$ cat src/rtl/uart_rx_mmio_if.sv
// CPU-side register bus of the memory-mapped UART receiver: select, strobes, data and interrupt.
interface uart_rx_mmio_if;
  logic        cs;
  logic        re;
  logic        we;
  logic        reg_sel;
  logic [31:0] i_data;
  logic [31:0] o_data;
  logic        intr;

  modport master (
    output cs, re, we, reg_sel, i_data,
    input  o_data, intr
  );

  modport slave (
    input  cs, re, we, reg_sel, i_data,
    output o_data, intr
  );
endinterface

$ cat src/rtl/uart_rx_mmio.sv
// Memory-mapped UART receiver: 8N1 deserialiser feeding a byte FIFO with DATA/STATUS registers.
// Define UART_RX_PARITY_EN to receive 8E1 frames and report parity errors in STATUS[4].
module uart_rx_mmio #(
  parameter int unsigned CLK_HZ     = 50_000_000,
  parameter int unsigned BAUD       = 115200,
  parameter int unsigned FIFO_DEPTH = 16
) (
  input  logic           clk_in,
  input  logic           rst_in,
  input  logic           rx_in,
  uart_rx_mmio_if.slave  bus
);

  localparam int unsigned Div    = CLK_HZ / BAUD;
  localparam int unsigned Half   = Div / 2;
  localparam int unsigned CntW   = (Div > 1) ? $clog2(Div) : 1;
  localparam int unsigned DepthW = $clog2(FIFO_DEPTH);

  localparam logic [CntW-1:0]   DivLast  = CntW'(Div - 1);
  localparam logic [CntW-1:0]   HalfLast = CntW'(Half - 1);
  localparam logic [DepthW:0]   CntFull  = (DepthW + 1)'(FIFO_DEPTH);

  typedef enum logic [2:0] {StIdle, StStart, StData, StParity, StStop} state_e;

  state_e            state_q;
  logic              sync1_q, rx_s_q;
  logic [1:0]        sync_vld_q;
  logic              armed_q;
  logic [CntW-1:0]   clk_cnt_q;
  logic [2:0]        bit_cnt_q;
  logic [7:0]        shreg_q;

  logic [7:0]        mem_q [FIFO_DEPTH];
  logic [DepthW-1:0] rd_ptr_q, wr_ptr_q;
  logic [DepthW:0]   count_q;
  logic              ovr_q, fe_q, ie_q;

  logic empty, full, tick, stop_smp, push_req, push, pop, wr_stat, par_bad;
  logic [31:0] status;
  logic unused_wdata;

`ifdef UART_RX_PARITY_EN
  logic par_bad_q, pe_q;
  assign par_bad = par_bad_q;
`else
  assign par_bad = 1'b0;
`endif

  assign empty    = (count_q == '0);
  assign full     = (count_q == CntFull);
  assign tick     = (state_q == StStart) ? (clk_cnt_q == HalfLast) : (clk_cnt_q == DivLast);
  assign stop_smp = (state_q == StStop) && tick;
  assign push_req = stop_smp && rx_s_q && !par_bad;
  assign pop      = bus.cs && bus.re && !bus.reg_sel && !empty;
  // A pop in the same cycle frees the slot, so a full FIFO still accepts the byte.
  assign push     = push_req && (!full || pop);
  assign wr_stat  = bus.cs && bus.we && bus.reg_sel;

  assign unused_wdata = ^{bus.i_data[30:4], bus.i_data[1:0]};

  // armed_q is the delayed line level, held low until the synchroniser carries real data,
  // so a line already low at reset release needs a high-then-low before a start is taken.
  always_ff @(posedge clk_in) begin
    if (rst_in) begin
      sync1_q    <= 1'b1;
      rx_s_q     <= 1'b1;
      sync_vld_q <= 2'b00;
      armed_q    <= 1'b0;
      state_q    <= StIdle;
      clk_cnt_q  <= '0;
      bit_cnt_q  <= '0;
      shreg_q    <= '0;
`ifdef UART_RX_PARITY_EN
      par_bad_q  <= 1'b0;
`endif
    end else begin
      sync1_q    <= rx_in;
      rx_s_q     <= sync1_q;
      sync_vld_q <= {sync_vld_q[0], 1'b1};
      armed_q    <= rx_s_q && sync_vld_q[1];
      clk_cnt_q  <= (tick || state_q == StIdle) ? '0 : clk_cnt_q + CntW'(1);
      case (state_q)
        StIdle: begin
          if (armed_q && !rx_s_q) begin
            state_q   <= StStart;
            bit_cnt_q <= '0;
`ifdef UART_RX_PARITY_EN
            par_bad_q <= 1'b0;
`endif
          end
        end
        StStart: begin
          if (tick) state_q <= rx_s_q ? StIdle : StData;
        end
        StData: begin
          if (tick) begin
            shreg_q   <= {rx_s_q, shreg_q[7:1]};
            bit_cnt_q <= bit_cnt_q + 3'd1;
`ifdef UART_RX_PARITY_EN
            if (bit_cnt_q == 3'd7) state_q <= StParity;
`else
            if (bit_cnt_q == 3'd7) state_q <= StStop;
`endif
          end
        end
        StParity: begin
`ifdef UART_RX_PARITY_EN
          if (tick) begin
            par_bad_q <= ^{shreg_q, rx_s_q};
            state_q   <= StStop;
          end
`else
          state_q <= StIdle;
`endif
        end
        StStop: begin
          if (tick) state_q <= StIdle;
        end
        default: state_q <= StIdle;
      endcase
    end
  end

  always_ff @(posedge clk_in) begin
    if (push) mem_q[wr_ptr_q] <= shreg_q;
  end

  // Error flags are write-1-to-clear; a new error in the same cycle wins over the clear.
  always_ff @(posedge clk_in) begin
    if (rst_in) begin
      rd_ptr_q <= '0;
      wr_ptr_q <= '0;
      count_q  <= '0;
      ovr_q    <= 1'b0;
      fe_q     <= 1'b0;
      ie_q     <= 1'b0;
`ifdef UART_RX_PARITY_EN
      pe_q     <= 1'b0;
`endif
    end else begin
      if (push) wr_ptr_q <= wr_ptr_q + DepthW'(1);
      if (pop)  rd_ptr_q <= rd_ptr_q + DepthW'(1);
      if (push && !pop)      count_q <= count_q + (DepthW + 1)'(1);
      else if (pop && !push) count_q <= count_q - (DepthW + 1)'(1);
      ovr_q <= (push_req && full && !pop) || (ovr_q && !(wr_stat && bus.i_data[2]));
      fe_q  <= (stop_smp && !rx_s_q) || (fe_q && !(wr_stat && bus.i_data[3]));
`ifdef UART_RX_PARITY_EN
      pe_q  <= (stop_smp && par_bad) || (pe_q && !(wr_stat && bus.i_data[4]));
`endif
      if (wr_stat) ie_q <= bus.i_data[31];
    end
  end

  always_comb begin
    status                 = '0;
    status[0]              = !empty;
    status[1]              = full;
    status[2]              = ovr_q;
    status[3]              = fe_q;
`ifdef UART_RX_PARITY_EN
    status[4]              = pe_q;
`endif
    status[8 +: DepthW+1]  = count_q;
    status[31]             = ie_q;
    if (bus.reg_sel)  bus.o_data = status;
    else if (empty)   bus.o_data = '0;
    else              bus.o_data = {24'b0, mem_q[rd_ptr_q]};
  end

  assign bus.intr = ie_q && !empty;

endmodule

$ cat src/flat_wrapper.sv
// flat-port wrapper written by rule: the top's interface ports become plain ports
module uart_rx_mmio_flat 
#(
  parameter int unsigned CLK_HZ     = 50_000_000,
  parameter int unsigned BAUD       = 115200,
  parameter int unsigned FIFO_DEPTH = 16
)
  (clk_in, rst_in, rx_in, bus_cs, bus_re, bus_we, bus_reg_sel, bus_i_data, bus_o_data, bus_intr);
  uart_rx_mmio_if bus_i ();
  input  logic clk_in;
  input  logic rst_in;
  input  logic rx_in;
  input wire logic [$bits(bus_i.cs)-1:0] bus_cs;
  input wire logic [$bits(bus_i.re)-1:0] bus_re;
  input wire logic [$bits(bus_i.we)-1:0] bus_we;
  input wire logic [$bits(bus_i.reg_sel)-1:0] bus_reg_sel;
  input wire logic [$bits(bus_i.i_data)-1:0] bus_i_data;
  output wire logic [$bits(bus_i.o_data)-1:0] bus_o_data;
  output wire logic [$bits(bus_i.intr)-1:0] bus_intr;
  assign bus_i.cs = bus_cs;
  assign bus_i.re = bus_re;
  assign bus_i.we = bus_we;
  assign bus_i.reg_sel = bus_reg_sel;
  assign bus_i.i_data = bus_i_data;
  assign bus_o_data = bus_i.o_data;
  assign bus_intr = bus_i.intr;
  uart_rx_mmio #(.CLK_HZ(CLK_HZ), .BAUD(BAUD), .FIFO_DEPTH(FIFO_DEPTH)) u_core (.clk_in(clk_in), .rst_in(rst_in), .rx_in(rx_in), .bus(bus_i));
endmodule
$ cat config.mk
export PLATFORM = sky130hd
export DESIGN_NAME = uart_rx_mmio_flat
export DESIGN_NICKNAME = d
export VERILOG_FILES = /design/src/rtl/uart_rx_mmio_if.sv /design/src/rtl/uart_rx_mmio.sv /design/src/flat_wrapper.sv
export SDC_FILE = /design/constraint.sdc
export NUM_CORES = 1
export LEC_CHECK = 0
export CORE_MARGIN = 2
export CORE_UTILIZATION = 25
export DETAILED_ROUTE_END_ITERATION = 10
export PLACE_DENSITY = 0.44
export SYNTH_ARGS = -nofsm -noshare
export SYNTH_HDL_FRONTEND = slang
export SYNTH_SLANG_ARGS = --single-unit
$ cat constraint.sdc
create_clock -name clk_in -period 2.9 [get_ports clk_in]
set_input_delay 0.87 -clock clk_in [delete_from_list [all_inputs] [get_ports clk_in]]
set_output_delay 0.87 -clock clk_in [all_outputs]
set_load 0.005 [all_outputs]
======== Yosys cells after proc, flatten, opt, wreduce, memory -nomap -nowiden ========
Memory sizes are Yosys's and may differ from the RTL's. A register that Yosys moved wholly into a read port is not among the register bits.
Index checks and enable logic that the tools add are counted.
cells by class
  add/sub/neg operators ................... 6
  equal/unequal tests ..................... 12
  muxes and demuxes ....................... 20
  reduce and logical (&&, ||, !) cells .... 40
operator list
  cell                 count
  $mux 32              1
  $mux 3               7
  $logic_and 1x1->1    20
  $pmux 3 s4           1
  $mux 5               2
  $add 9x1->9 const B  1
  $eq 9x8->1 const B   1
  $eq 9x9->1 const B   1
  $add 4x1->4 const B  2
  $logic_not 1->1      8
  $mux 4               2
  $mux 8               1
  $ne 2x1->1 const B   4
  $eq 3x3->1 const B   2
  $pmux 3 s2           1
  $add 5x1->5 const B  1
  $eq 5x5->1 const B   1
  $logic_not 5->1      1
  $reduce_and 5->1     1
  $sub 5x1->5 const B  1
  $logic_or 1x1->1     4
  $mux 1               4
  $reduce_bool 2->1    2
  $add 3x1->3 const B  1
  other kinds (8)      8
storage, ports and cells
  flip-flop bits (word level) ............. 44
  RAM bits ................................ 128
  output and inout port bits .............. 33
  word-level logic and storage cells ...... 94
  memories kept ........................... 1
memory list
  memory        depth  bits a word  rd ports  clocked after memory_dff  write ports  line                RTL
  u_core.mem_q  16     8            1         1                         1            uart_rx_mmio.sv:33  logic [7:0] mem_q [FIFO_DEPTH];

======== Logic depth before layout (Yosys ltp) ========
Gate-level depths: netlist of run 1.
  depth in word-level cells ............... 9
  gate-level depth with buffers ........... 12

======== Worst setup path after synthesis of run 1 ========
OpenSTA, ideal clock, no wires.
  path kind ............................... in2reg
  start ................................... input port bus_reg_sel
  end ..................................... register u_core.count_q[4]
  arrival time ............................ 3.024 ns
  data required time ...................... 2.779 ns
  setup slack ............................. -0.245 ns
  cell stages on the path ................. 11
  cell sequence ........................... and3b_1 o31ai_4 nor2_4 buf_6 ha_1 inv_1 fa_1 a21o_1 a21oi_1 mux2i_1 mux2_2
between the ends
  cells in the longest elaborated chain, start to end .. 8
ends and longest elaborated chain
  item                                line                 RTL
  start: declaration                  flat_wrapper.sv:16   input wire logic [$bits(bus_i.reg_sel)-1:0] bus_reg_sel;
  $logic_not 1->1 (*)                 uart_rx_mmio.sv:54   assign pop = bus.cs && bus.re && !bus.reg_sel && !empty;
  $logic_and 1x1->1 (*) (2 in a row)  uart_rx_mmio.sv:54
  $logic_or 1x1->1 (*)                uart_rx_mmio.sv:56   assign push = push_req && (!full || pop);
  $logic_and 1x1->1 (*)               uart_rx_mmio.sv:56
  named net u_core.push               uart_rx_mmio.sv:38   logic empty, full, tick, stop_smp, push_req, push, pop, wr_stat, par_bad;
  $logic_not 1->1                     uart_rx_mmio.sv:144  else if (pop && !push) count_q <= count_q - (DepthW + 1)'(1);
  $logic_and 1x1->1                   uart_rx_mmio.sv:144
  $reduce_bool 2->1 (no line)         --
  end signal: assignment              uart_rx_mmio.sv:143  if (push && !pop) count_q <= count_q + (DepthW + 1)'(1);
  end signal: assignment              uart_rx_mmio.sv:144
  end: declaration                    uart_rx_mmio.sv:35   logic [DepthW:0] count_q;
Mark *: on every way through the listed nets, which the timed path passes. The rest lies on a longest branch.
A chain may end at the register's enable or synchronous reset.

==> run_results.csv, run 1 <==
group,metric,value,unit
status,outcome,"finished, violations left",
status,failing_checks,"setup timing",
final_layout,antenna_cells_inserted,0,
timing,finalClockSkew,0.009919,ns
final_layout,ff_latch_area,4816,um2
timing,period_share,112.6,%
timing,grt_setup_unrepaired,"true",
timing,achievable-frequency,0.3063,GHz
pwr,total_power,4971,uW
clock_network,cts_made_buffers,17,
yosys,synth-seq-cells,176,
route,route.detailed.wl_per_inst,17.20,um
yosys,yosysWarnings,0,
setup_path,setup.reg_to_reg.worst_slack,0.07,ns
final_layout,syn2layout_area_growth,26.85,%
floorplan,initial_utilization,25.19,%
floorplan,core,29480,um2
timing,hold_viol,0,
pwr,power.leakage,0.003304,uW
yosys,synth.area.top_cells,"edfxtp_1, dfxtp_1, mux4_2",
yosys,synth-main-ff-cell,"edfxtp_1",
timing,setup_slack,-0.3645,ns
final_layout,filler_cell_count,2918,
setup_path,critical_path_class,"reg2out",
pwr,pwr_density_cell,527.6,nW/um2
route,detailroute.via_count,4326,
route,detail_route.vias_per_cell,4.401,
global_routing,antenna_violations_before_repair,0,
clock_network,number_of_levels_the_h_tree_was_split_into,4,
floorplan,placement_rows,63,
final_layout,fin_nets,633,
clock_network,hold_fix_buffers_at_cts,0,
global_routing,grt_start_max_net_pins,19,
place,hpwlAfterDp,11530,um
place,placed_cells_incl_taps,930,
global_routing,grt_first_pass_wirelength,26130,um
yosys,yosys.area.top_type_share,51.75,%
hold_path,hold_path_class,"reg2reg",
yosys,syn_area,7427,um2
place,routabilityCongestion,0.8092,
setup_path,timing.critical_path.from_type,"register",
timing,max_slew.worst_pin.slew,0.7334,ns
clock_network,root_buffer,"clkbuf_16",
setup_path,worst_setup_path_end_kind,"output pin",
place,port-buffer-count,24,
yosys,count_of_distinct_cell_types_in_the_synthesized_netlist,54,
final_layout,multi_input_comb_area,2532,um2
global_routing,first_global_vias,4525,
floorplan,die_h,176.4,um
clock_network,clock_sinks,176,
clock_network,bufs_on_longest_clock_path,2,
setup_path,arrival,2.39,ns
route,finalWirelength,16910,um
clock_network,cts.clk_slew.worst_paths,0.07,ns
yosys,ys_seq_area_share,64.69,%
setup_path,worstPathRequired,2.03,ns
final_layout,fin_cells,983,
global_routing,global_route.overflow_total,0,
yosys,synth.avg_cell_area,15.28,um2
global_routing,grt_usage,11.46,%
floorplan,total_die_area,31100,um2
flow_run,drv.max_cap_violation_count,0,
yosys,synth_edf_count,128,
final_layout,drive_above_1_share,35.24,%
route,first_iteration_detailed_routing_drc_count,258,
pwr,vdd_ir_drop_max,295.0,uV
setup_path,critical_path.max_fanout,6,
timing,slew_violations,0,
route,drt.antenna.violating_nets,0,
clock_network,clk-insertion-delay-late,0.43,ns
yosys,ys_async_sr_fraction,0,%
floorplan,boundaryPins,72,
clock_network,tritoncts,"built",
timing,min_period,3.264,ns
yosys,synthDominantAreaCellType,"edfxtp_1",
floorplan,die-width,176.4,um
yosys,postSynthCellCount,486,
timing,setup_viol,8,
route,remaining_drc_errors,0,
route,drt_pre_antenna_iters,7,
timing,timing.slew.headroom,51.04,%
synth_stat cells, types with 2 or more instances:
master / count
nor2b_1: 9
buf_1: 3
xnor2_1: 8
and4bb_2: 2
buf_6: 3
clkbuf_1: 8
nand3_1: 14
or4_1: 3
and3_1: 10
dfxtp_1: 48
nor3b_1: 6
and2_1: 5
o31ai_1: 3
ha_1: 12
nor2_1: 31
nand2_1: 9
mux2i_1: 18
mux4_2: 35
buf_2: 8
a21oi_1: 14
buf_4: 19
and3_2: 7
nand3b_1: 2
a22o_1: 2
o21ai_0: 7
nor3_1: 13
inv_1: 14
a211oi_1: 11
xor2_1: 4
edfxtp_1: 128
or2_2: 5
nand4_1: 3
through the flow:
step / hold WS [ns] / setup slack, ns / setup TNS (ns) / util (%) / instance area, um2
3_5_place_dp: 0.4044 / -0.6572 / -13.45 / 28.84 / 8502
4_1_cts: 0.4202 / -0.3982 / -1.945 / 31.76 / 9364
2_1_floorplan: 0.3895 / -0.1349 / -0.1349 / - / 7526
6_report: 0.4153 / -0.3645 / -1.447 / 31.96 / 9422
3_3_place_gp: 0.4003 / -0.6229 / -9.370 / 28.84 / 8502
5_1_grt: 0.4294 / -0.4337 / -2.193 / 31.96 / 9422
cell families (layout without fill, tap and decap cells):
| group | count (synthesis) | count (layout) | share of synthesized area, % |
|---|---|---|---|
| flip-flops | 176 | 176 | 64.69 |
| AND/OR/NAND/NOR | 128 | 128 | 9.771 |
| buffers and inverters | 55 | 145 | 4.178 |
| multiplexers | 54 | 54 | 13.19 |
| AO/OA/AOI/OAI | 47 | 47 | 4.414 |
| adder cells (fa/ha/maj) | 13 | 13 | 2.291 |
| XOR/XNOR | 12 | 12 | 1.415 |
| other | 1 | 18 | 0.05049 |
worst max-delay path: stages, from the launching register on:
cell and delay (ns):
dfxtp_4 0.39, buf_12 0.14, mux4_2 0.54, mux4_2 0.56, a22o_1 0.20, buf_2 0.12
per-layer routing:
metal,track usage [%],vias to the layer above,part of all wire [%]
met4,3.065,0,1.1
met2,19.00,96,49
met3,2.864,17,5.4
met1,14.94,2194,44
met5,0,-,0
li1,-,2019,-
report_power, final:
| part | internal [uW] | switching (uW) |
|---|---|---|
| combinational | 23.8 | 31.5 |
| sequential | 2660 | 1.81 |
| clock | 1210 | 1040 |
sequential cells by signal, summed over array words and instances, names as in the netlist, named ones only:
name,count
u_core.mem_q,128
u_core.clk_cnt_q,9
u_core.shreg_q,8
u_core.count_q,5
u_core.rd_ptr_q,4
u_core.wr_ptr_q,4
u_core.bit_cnt_q,3
u_core.state_q,3
u_core.sync_vld_q,2
u_core.armed_q,1
u_core.fe_q,1
u_core.ie_q,1
u_core.ovr_q,1
u_core.rx_s_q,1
u_core.sync1_q,1
cell type report:
cell class / instances / area share [%]
Multi-Input combinational cell: 272 / 26.88
Sequential cell: 176 / 51.12
Clock buffer: 17 / 4.515
Inverter: 14 / 0.5843
Timing Repair Buffer: 100 / 10.11
Tap cell: 390 / 5.179
Clock inverter: 14 / 1.620
cells in the final DEF (no fill, tap or decap), drive strengths merged, types with 17 or more instances in the layout:
cell / synthesis / final
and3: 17 / 17
inv: 14 / 20
clkbuf: 8 / 18
conb: 1 / 18
edfxtp: 128 / 128
buf: 33 / 85
dfxtp: 48 / 48
mux2i: 18 / 18
mux4: 35 / 35
nor2: 32 / 32
what timing repair did:
item                       CTS  global route
gates resized for setup     74            22
setup endpoints to repair   16            11
gates cloned                 1             0
pin swaps                   20            19
setup buffers               20             4
path summary, 6_finish.rpt:
kind | from | endpoint | cells past startpoint
worst min-delay path | u_core.sync1_q$_SDFF_PP1_ | u_core.rx_s_q$_SDFF_PP1_ | 1
worst min register to register | u_core.sync1_q$_SDFF_PP1_ | u_core.rx_s_q$_SDFF_PP1_ | 1
worst max register to register | u_core.count_q[0]$_SDFFE_PP0P_ | u_core.count_q[4]$_SDFFE_PP0P_ | 12
worst max-delay path | register | bus_o_data[2] | 5
No activity file was read; power rests on OpenSTA's default activity.
==> run 2: changes to the inputs <==
Settings changed: SLEW_MARGIN set to 10.
==> results of run 2 <==
No change in the layout: final DEF, timing and power equal those of run 1.
==> run 3: changes to the inputs <==
Settings changed: ABC_CLOCK_PERIOD_IN_PS set to 2900.
==> results of run 3 <==
No change in the layout: final DEF, timing and power equal those of run 1.
